**config.mk**
```make
export PLATFORM = sky130hd
export DESIGN_NAME = dsp_dot_sequencer
export DESIGN_NICKNAME = d
export VERILOG_FILES = /design/src/rtl/dsp_dot_sequencer_pkg.sv /design/src/rtl/dsp_dot_sequencer.sv
export SDC_FILE = /design/constraint.sdc
export NUM_CORES = 1
export LEC_CHECK = 0
export CAP_MARGIN = 30
export CORE_AREA = 2 2 151 153
export DETAILED_ROUTE_END_ITERATION = 12
export DIE_AREA = 0 0 153 155
export HOLD_SLACK_MARGIN = 0.12
export PLACE_DENSITY = 0.77
export SYNTH_ARGS = -nofsm -noshare
export SYNTH_HDL_FRONTEND = slang
export SYNTH_SLANG_ARGS = --single-unit
```
**constraint.sdc**
```tcl
create_clock -name clk -period 9.96 [get_ports clk]
set_input_delay 1.992 -clock clk [delete_from_list [all_inputs] [get_ports clk]]
set_output_delay 1.992 -clock clk [all_outputs]
set_load 0.02 [all_outputs]
```
**src/rtl/dsp_dot_sequencer_pkg.sv**
```systemverilog
// Shared types and widths for the dot-product sequencer and its DSP slice partner.
package dsp_dot_sequencer_pkg;

  localparam int unsigned ACC_W = 64;
  localparam int unsigned OP_W  = 27;
  localparam int unsigned PROD_W = 2 * OP_W;

  typedef enum logic [2:0] {
    ST_IDLE,
    ST_LOAD,
    ST_STREAM,
    ST_DRAIN,
    ST_DONE
  } seq_state_e;

  // Signed 27x27 product, sign-extended to the accumulator width.
  function automatic logic [ACC_W-1:0] signed_product(input logic [OP_W-1:0] a,
                                                     input logic [OP_W-1:0] b);
    logic signed [PROD_W-1:0] p;
    p = $signed(a) * $signed(b);
    return {{(ACC_W-PROD_W){p[PROD_W-1]}}, p};
  endfunction

endpackage

```
**src/rtl/dsp_dot_sequencer.sv**
```systemverilog
// Sequences one dot-product job through an external DSP slice: load constant, stream pairs, drain, present result.
module dsp_dot_sequencer
  import dsp_dot_sequencer_pkg::*;
#(
  parameter int unsigned SLICE_LAT = 4,
  parameter int unsigned LEN_W     = 8
) (
  input  logic             clk,
  input  logic             clr,
  input  logic             job_valid,
  output logic             job_ready,
  input  logic [LEN_W-1:0] job_len,
  input  logic [ACC_W-1:0] job_const,
  input  logic             job_neg,
  input  logic             op_valid,
  output logic             op_ready,
  input  logic [OP_W-1:0]  op_a,
  input  logic [OP_W-1:0]  op_b,
  output logic [OP_W-1:0]  ay,
  output logic [OP_W-1:0]  ax,
  output logic             loadconst,
  output logic             accumulate,
  output logic             negate,
  output logic [ACC_W-1:0] constant,
  input  logic [ACC_W-1:0] resulta,
  output logic             res_valid,
  output logic [ACC_W-1:0] res_data,
  input  logic             res_ready,
  output logic             busy
);

  localparam int unsigned DW = (SLICE_LAT > 1) ? $clog2(SLICE_LAT) : 1;
  localparam logic [DW-1:0] DRAIN_LAST = DW'(SLICE_LAT - 1);

  seq_state_e       state_q, state_d;
  logic [LEN_W-1:0] len_q, len_d;
  logic [LEN_W-1:0] cnt_q, cnt_d;
  logic [ACC_W-1:0] const_q, const_d;
  logic             neg_q, neg_d;
  logic [DW-1:0]    dcnt_q, dcnt_d;
  logic [ACC_W-1:0] res_q, res_d;

  always_ff @(posedge clk or posedge clr) begin
    if (clr) begin
      state_q <= ST_IDLE;
      len_q   <= '0;
      cnt_q   <= '0;
      const_q <= '0;
      neg_q   <= 1'b0;
      dcnt_q  <= '0;
      res_q   <= '0;
    end else begin
      state_q <= state_d;
      len_q   <= len_d;
      cnt_q   <= cnt_d;
      const_q <= const_d;
      neg_q   <= neg_d;
      dcnt_q  <= dcnt_d;
      res_q   <= res_d;
    end
  end

  always_comb begin
    state_d    = state_q;
    len_d      = len_q;
    cnt_d      = cnt_q;
    const_d    = const_q;
    neg_d      = neg_q;
    dcnt_d     = dcnt_q;
    res_d      = res_q;
    job_ready  = 1'b0;
    op_ready   = 1'b0;
    ay         = '0;
    ax         = '0;
    loadconst  = 1'b0;
    accumulate = 1'b0;
    negate     = 1'b0;
    constant   = '0;
    res_valid  = 1'b0;

    unique case (state_q)
      ST_IDLE: begin
        job_ready = 1'b1;
        if (job_valid) begin
          len_d   = job_len;
          const_d = job_const;
          neg_d   = job_neg;
          cnt_d   = '0;
          state_d = ST_LOAD;
        end
      end
      ST_LOAD: begin
        loadconst = 1'b1;
        constant  = const_q;
        dcnt_d    = '0;
        state_d   = (len_q != '0) ? ST_STREAM : ST_DRAIN;
      end
      ST_STREAM: begin
        op_ready   = 1'b1;
        accumulate = 1'b1;
        negate     = neg_q;
        if (op_valid) begin
          ay    = op_a;
          ax    = op_b;
          cnt_d = cnt_q + 1'b1;
          // Compare against len-1 so a full-scale length never needs a wrapped count.
          if (cnt_q == len_q - 1'b1) state_d = ST_DRAIN;
        end
      end
      ST_DRAIN: begin
        accumulate = 1'b1;
        dcnt_d     = dcnt_q + 1'b1;
        if (dcnt_q == DRAIN_LAST) begin
          res_d   = resulta;
          state_d = ST_DONE;
        end
      end
      ST_DONE: begin
        accumulate = 1'b1;
        res_valid  = 1'b1;
        if (res_ready) state_d = ST_IDLE;
      end
      default: state_d = ST_IDLE;
    endcase
  end

  assign res_data = res_q;
  assign busy     = (state_q != ST_IDLE);

endmodule

```
==> results of run 1 <==
logic make-up (layout without fill, tap and decap cells):
| kind of cell | count (synthesis) | count (layout) | share of synthesized area (%) |
|---|---|---|---|
| other cells | 0 | 2 | 0 |
| compound gates | 22 | 22 | 2.346 |
| simple gates | 169 | 169 | 14.96 |
| flops | 150 | 150 | 55.42 |
| xor+xnor | 13 | 13 | 1.681 |
| fa+ha+maj | 4 | 4 | 0.7390 |
| buf+inv | 39 | 428 | 2.402 |
| mux | 135 | 135 | 22.45 |
worst register-to-register path, stage by stage (launching register included):
cell and delay [ns]:
dfrtp_1 0.57, nor4b_4 0.33, buf_4 0.32, buf_4 0.68, o2111a_1 0.40, nand3_1 0.11
xor2_1 0.15, nor2_1 0.06
power by group:
| group | leakage (nW) | switching (mW) | total, mW | internal (mW) |
|---|---|---|---|---|
| sequential | 1.79 | 0.182 | 1.09 | 0.912 |
| combinational | 2.63 | 0.676 | 1.50 | 0.823 |
| clock | 0.282 | 0.288 | 0.644 | 0.356 |
registers in the layout (all words and copies together) (netlist names):
signal	cells
state_q	3
const_q	64
cnt_q	8
dcnt_q	2
neg_q	1
res_data	64
len_q	8
cell type report:
| type | count | area, µm² |
|---|---|---|
| fillers | 1924 | 10720 |
| repair buffers | 390 | 3889 |
| flip-flops and latches | 150 | 3754 |
| multi-input cells | 343 | 2888 |
| clock buffers | 17 | 425.4 |
| well taps | 285 | 356.6 |
| clock inverters | 15 | 162.7 |
| inverters | 6 | 27.53 |
| diodes | 2 | 5.005 |
metrics by stage:
step                util [%]  std cells  instance area (µm²)  worst slack, ns
global placement       49.10       1174                10910            3.970
floorplan                  -        532                 6773            3.932
CTS                    51.75       1206                11500            3.916
detailed placement     49.10       1174                10910            3.922
finish                 51.77       1208                11510            3.903
global route           51.75       1206                11500            3.788
cell usage after synthesis, types with 4 or more instances:
cell type,number
nand2b_1,4
clkbuf_1,21
nand2_1,11
dfrtp_1,150
xor2_1,8
o21ai_0,8
mux2_2,135
buf_2,10
inv_1,6
nor2_1,12
and2_1,120
ha_1,4
nor3_1,5
xnor2_1,5
path summary, 6_finish.rpt:
path	start	slack (ns)	endpoint
hold / removal	dcnt_q[1]	0.49	dcnt_q[1]
hold reg to reg	dcnt_q[1]	0.49	dcnt_q[1]
max in group asynchronous	clr	6.49	res_data[26]
setup / recovery	op_valid	3.90	ax[9]
min in group asynchronous	clr	2.09	const_q[2]
setup reg to reg	state_q[1]	7.19	cnt_q[5]
cells in the final DEF, fill, tap and decap left out, types with 2 or more instances in the layout:
cell and instances:
or3_1 2, nand2_1 11, buf_4 6, and3_1 2, clkdlybuf4s50_1 384, dfrtp_1 150
and2_1 120, inv_6 6, clkbuf_16 17, a21oi_1 3, inv_1 5, xor2_1 8
clkinvlp_4 3, nand2b_1 4, o21ai_0 8, inv_8 4, o2111ai_1 2, nand4_1 3
ha_1 4, diode_2 2, nor2_1 11, nor3_1 5, nand3_1 3, mux2_2 135
xnor2_1 5
per-layer routing:
layer	share of wire (%)	vias to the layer above
li1	-	2556
met1	43	2644
met2	51	152
met3	5.4	26
met4	1.5	2
met5	0.048	-
==> impl_metrics.csv, run 1 <==
group,metric,value,unit
critical_path,reg2regPathDepth,7,
final_layout,area_growth,69.91,%
job,max_cap_viol_count,0,
global_routing,grt_usage,16.81,%
min_path,hp-class,"flip-flop to flip-flop",
routing,dr.first_iter.drc_count,231,
sta,tns,0,ns
synth,synth_edf_count,0,
synth,yosys_warnings,0,
floorplanning,num_rows,55,
sta,hold_viol,0,
routing,viasPerCell,4.454,
global_routing,grt_use_met1,20.82,%
critical_path,crit_cells,5,
global_routing,overflow,0,
routing,dr.pass1.iters,6,
critical_path,cp_top_family,"buffers and inverters",
critical_path,crit_top_cell,"clkdlybuf4s50_1",
floorplanning,coreArea,22230,µm²
clock_network,cts_buffers,17,
sta,fin_crit,6.057,ns
final_layout,drive_above_1_share,19.65,%
clock_network,cts_hold_buf,0,
sta,worst_pin_slew,0.8782,ns
sta,hold_slack,0.4918,ns
sta,finalMaxSlewViolations,0,
synth,syn_area,6773,µm²
synth,yosysTopAreaCellShare,55.42,%
power_and_ir_drop,p_leak,4.696,nW
floorplanning,die_y,155,µm
placed_design,gp_congestion,0.7957,
clock_network,postCtsResizedCells,0,
critical_path,required,7.97,ns
sta,fmax,165.1,MHz
routing,wl_per_cell,17.07,µm
clock_network,clock_latency,0.43,ns
clock_network,cts_sinks,150,
sta,rsz0062_at_grt,"no",
routing,routed_wirelength,20620,µm
critical_path,critPathArrivalTime,4.06,ns
min_path,hold_path_depth,2,
synth,avgSynthCellArea,12.73,µm²
synth,ys_seq_elements,150,
synth,ys_dominant_reg_cell,"dfrtp_1",
global_routing,grt_start_max_net_pins,84,
synth,yosysSeqAreaShare,55.42,%
synth,yosys.area.top_type,"dfrtp_1",
synth,synth_area_leaders,"dfrtp_1, mux2_2, and2_1",
floorplanning,top_level_ports,385,
sta,slew-limit-headroom,41.45,%
sta,finalSetupViolCount,0,
global_routing,antenna_found_initial,2,
critical_path,path_buf_inv,3,
global_routing,busiest_layer,"met2",
floorplanning,die-area,23720,µm²
clock_network,ctsLongestPathBuffers,2,
power_and_ir_drop,peakVddDrop,180.6,µV
clock_network,clkTransAtPathRegs,0.07,ns
synth,synth_cell_types,38,
clock_network,htree_levels,4,
synth,syn_inst,532,
synth,syn-num-nets,732,
critical_path,slowest_stage,"clkdlybuf4s50_1",
critical_path,critical_path_peak_fanout,62,
synth,synth-async-reset-ratio,100.0,%
floorplanning,die-width,153,µm
critical_path,max_stage_delay,0.62,ns
sta,fin_crit_sh,60.81,%
clock_network,post_cts_buffers,0,
global_routing,grt_use_met3,5.850,%
critical_path,crit_chain,"clkdlybuf4s50_1 > nor4bb_4 > buf_4 > and2_1 > clkdlybuf4s50_1",
clock_network,cts_root_buffer,"clkbuf_16",
clock_network,tritoncts,"done",
floorplanning,initial_core_util,30.47,%
routing,antenna_left,0,
placed_design,io_buffers,384,
global_routing,grt_pass1_wl,31260,µm
global_routing,grtUsageMet2,28.38,%
critical_path,worstSetupStartpointType,"primary input",
critical_path,critPathCaptureType,"primary output",
outcome,run_status,"complete, no violations",
power_and_ir_drop,power,3.237,mW
placed_design,detailed_place_hpwl,15520,µm
routing,drc,0,
routing,vias,5380,
final_layout,final_nets,1108,
sta,worst_clock_skew,0.01637,ns
critical_path,worst-setup-path-type,"primary input to primary output",
power_and_ir_drop,power_density,281.3,nW/µm²
global_routing,grt_pass1_vias,5548,
(Power assumes the default switching activity.)
==> inputs of run 2 (changes only) <==
--- a/config.mk
+++ b/config.mk
@@ -10,7 +10,7 @@
 export DETAILED_ROUTE_END_ITERATION = 12
 export DIE_AREA = 0 0 153 155
 export HOLD_SLACK_MARGIN = 0.12
-export PLACE_DENSITY = 0.77
+export PLACE_DENSITY = 0.79
 export SYNTH_ARGS = -nofsm -noshare
 export SYNTH_HDL_FRONTEND = slang
 export SYNTH_SLANG_ARGS = --single-unit
==> constraint.sdc (replaced) <==
create_clock -name clk -period 5.15 [get_ports clk]
set_input_delay 1.03 -clock clk [delete_from_list [all_inputs] [get_ports clk]]
set_output_delay 1.03 -clock clk [all_outputs]
set_load 0.02 [all_outputs]
==> impl_metrics.csv, run 2 (same netlist as run 1, synthesis figures left out) <==
group,metric,value,unit
global_routing,grt_pass1_wl,32960,µm
critical_path,worst-setup-path-type,"primary input to primary output",
global_routing,grt_start_max_net_pins,89,
min_path,whs_endpoint,"dcnt_q[1]",
sta,tns,0,ns
final_layout,fillerInstances,1954,
placed_design,gp_congestion,0.9341,
placed_design,detailed_place_hpwl,16220,µm
placed_design,place_ws,1.054,ns
routing,dr.pass1.iters,4,
clock_network,post_cts_buffers,0,
final_layout,final_cell_area,11500,µm²
clock_network,cts_buffers,17,
global_routing,antenna_found_initial,1,
critical_path,required,4.12,ns
power_and_ir_drop,p_leak,4.690,nW
global_routing,grt_usage,17.77,%
routing,drc,0,
routing,vias,5347,
sta,fin_crit_sh,80.14,%
final_layout,multi_input_area,2888,µm²
critical_path,critical_path_peak_fanout,62,
min_path,min_from,"dcnt_q[1]",
placed_design,place_inst,1174,
floorplanning,coreArea,22230,µm²
sta,layout_setup_ws,1.023,ns
critical_path,critPathCaptureType,"primary output",
routing,dr.first_iter.drc_count,213,
sta,fmax,242.3,MHz
routing,wl_per_cell,17.69,µm
sta,hold_viol,0,
final_layout,final_common_cell,"clkdlybuf4s50_1",
clock_network,clock_latency,0.42,ns
routing,routed_wirelength,21340,µm
sta,worst_clock_skew,0.01266,ns
critical_path,crit_chain,"clkdlybuf4s50_1 > nor4bb_4 > buf_4 > and2_1 > clkdlybuf4s50_1",
final_layout,area_growth,69.81,%
min_path,hold_path_depth,2,
final_layout,final_nets,1108,
placed_design,io_buffers,384,
clock_network,cts_sinks,150,
sta,rsz0062_at_grt,"no",
critical_path,crit_top_cell,"clkdlybuf4s50_1",
sta,finalMaxSlewViolations,0,
critical_path,slowest_stage,"clkdlybuf4s50_1",
final_layout,final_cells,1206,
job,max_cap_viol_count,0,
critical_path,reg2regPathDepth,3,
final_layout,final_cell_mix,"clkdlybuf4s50_1, dfrtp_1, mux2_2",
floorplanning,die-area,23720,µm²
sta,fin_crit,4.127,ns
placed_design,placed_area,10940,µm²
final_layout,diodes,0,
routing,antenna_left,0,
power_and_ir_drop,power_density,542.2,nW/µm²
critical_path,r2r-start,"state_q[1]",
power_and_ir_drop,power,6.236,mW
floorplanning,initial_core_util,30.47,%
clock_network,ctsLongestPathBuffers,2,
floorplanning,top_level_ports,385,
power_and_ir_drop,peakVddDrop,348.1,µV
global_routing,overflow,0,
clock_network,cts_hold_buf,0,
sta,finalSetupViolCount,0,
critical_path,r2r_end,"const_q[45]",
final_layout,drive_above_1_share,19.65,%
critical_path,r2r_slack,2.72,ns
floorplanning,num_rows,55,
sta,slew-limit-headroom,39.27,%
sta,worst_pin_slew,0.9071,ns
clock_network,htree_levels,4,
floorplanning,die-width,153,µm
clock_network,postCtsResizedCells,0,
clock_network,cts_root_buffer,"clkbuf_16",
outcome,run_status,"complete, no violations",
critical_path,worstSetupStartpointType,"primary input",
clock_network,clkTransAtPathRegs,0.06,ns
critical_path,critPathArrivalTime,3.10,ns
routing,viasPerCell,4.434,
floorplanning,die_y,155,µm
global_routing,grt_pass1_vias,5716,
final_layout,seq_area,3754,µm²
clock_network,tritoncts,"done",
critical_path,max_stage_delay,0.61,ns
min_path,hp-class,"flip-flop to flip-flop",
-- run 2: routing by layer --
metal  up-vias  track usage (%)  part of all wire [%]
li1       2547                -                     -
met1      2650            23.40                    44
met2       135            29.06                    49
met3        13            5.599                   5.5
met4         2            3.571                  0.90
met5         -                0                 0.052
-- run 2: worst max-delay path by stage --
stage / start / to / cells past startpoint
floorplan: clr / cnt_q[0] / 1
global placement: op_valid / ay[0] / 5
detailed placement: op_valid / ay[21] / 5
CTS: op_valid / ay[21] / 5
global route: op_valid / ay[22] / 5
finish: op_valid / ay[21] / 5
-- run 2: stage by stage --
| stage | utilization, % | hold slack, ns |
|---|---|---|
| 2_1_floorplan | - | 0.4538 |
| 3_3_place_gp | 49.21 | 0.4688 |
| 3_5_place_dp | 49.21 | 0.4824 |
| 4_1_cts | 51.74 | 0.4975 |
| 5_1_grt | 51.74 | 0.5133 |
| 6_report | 51.74 | 0.4959 |
-- run 2: layout make-up --
| type | instances | share of cell area (%) |
|---|---|---|
| Timing Repair Buffer | 390 | 34.03 |
| Sequential cell | 150 | 32.64 |
| Multi-Input combinational cell | 343 | 25.11 |
| Clock buffer | 17 | 3.699 |
| Tap cell | 285 | 3.101 |
| Clock inverter | 15 | 1.186 |
| Inverter | 6 | 0.2393 |
-- run 2: worst max-delay path, delay by kind of cell --
| family | cells | cell delay, ns |
|---|---|---|
| buf+inv | 3 | 1.53 |
| simple gates | 2 | 0.49 |
-- run 2: power breakdown --
group | switching [mW] | internal [mW]
logic | 1.32 | 1.60
clock network | 0.562 | 0.638
registers | 0.358 | 1.76
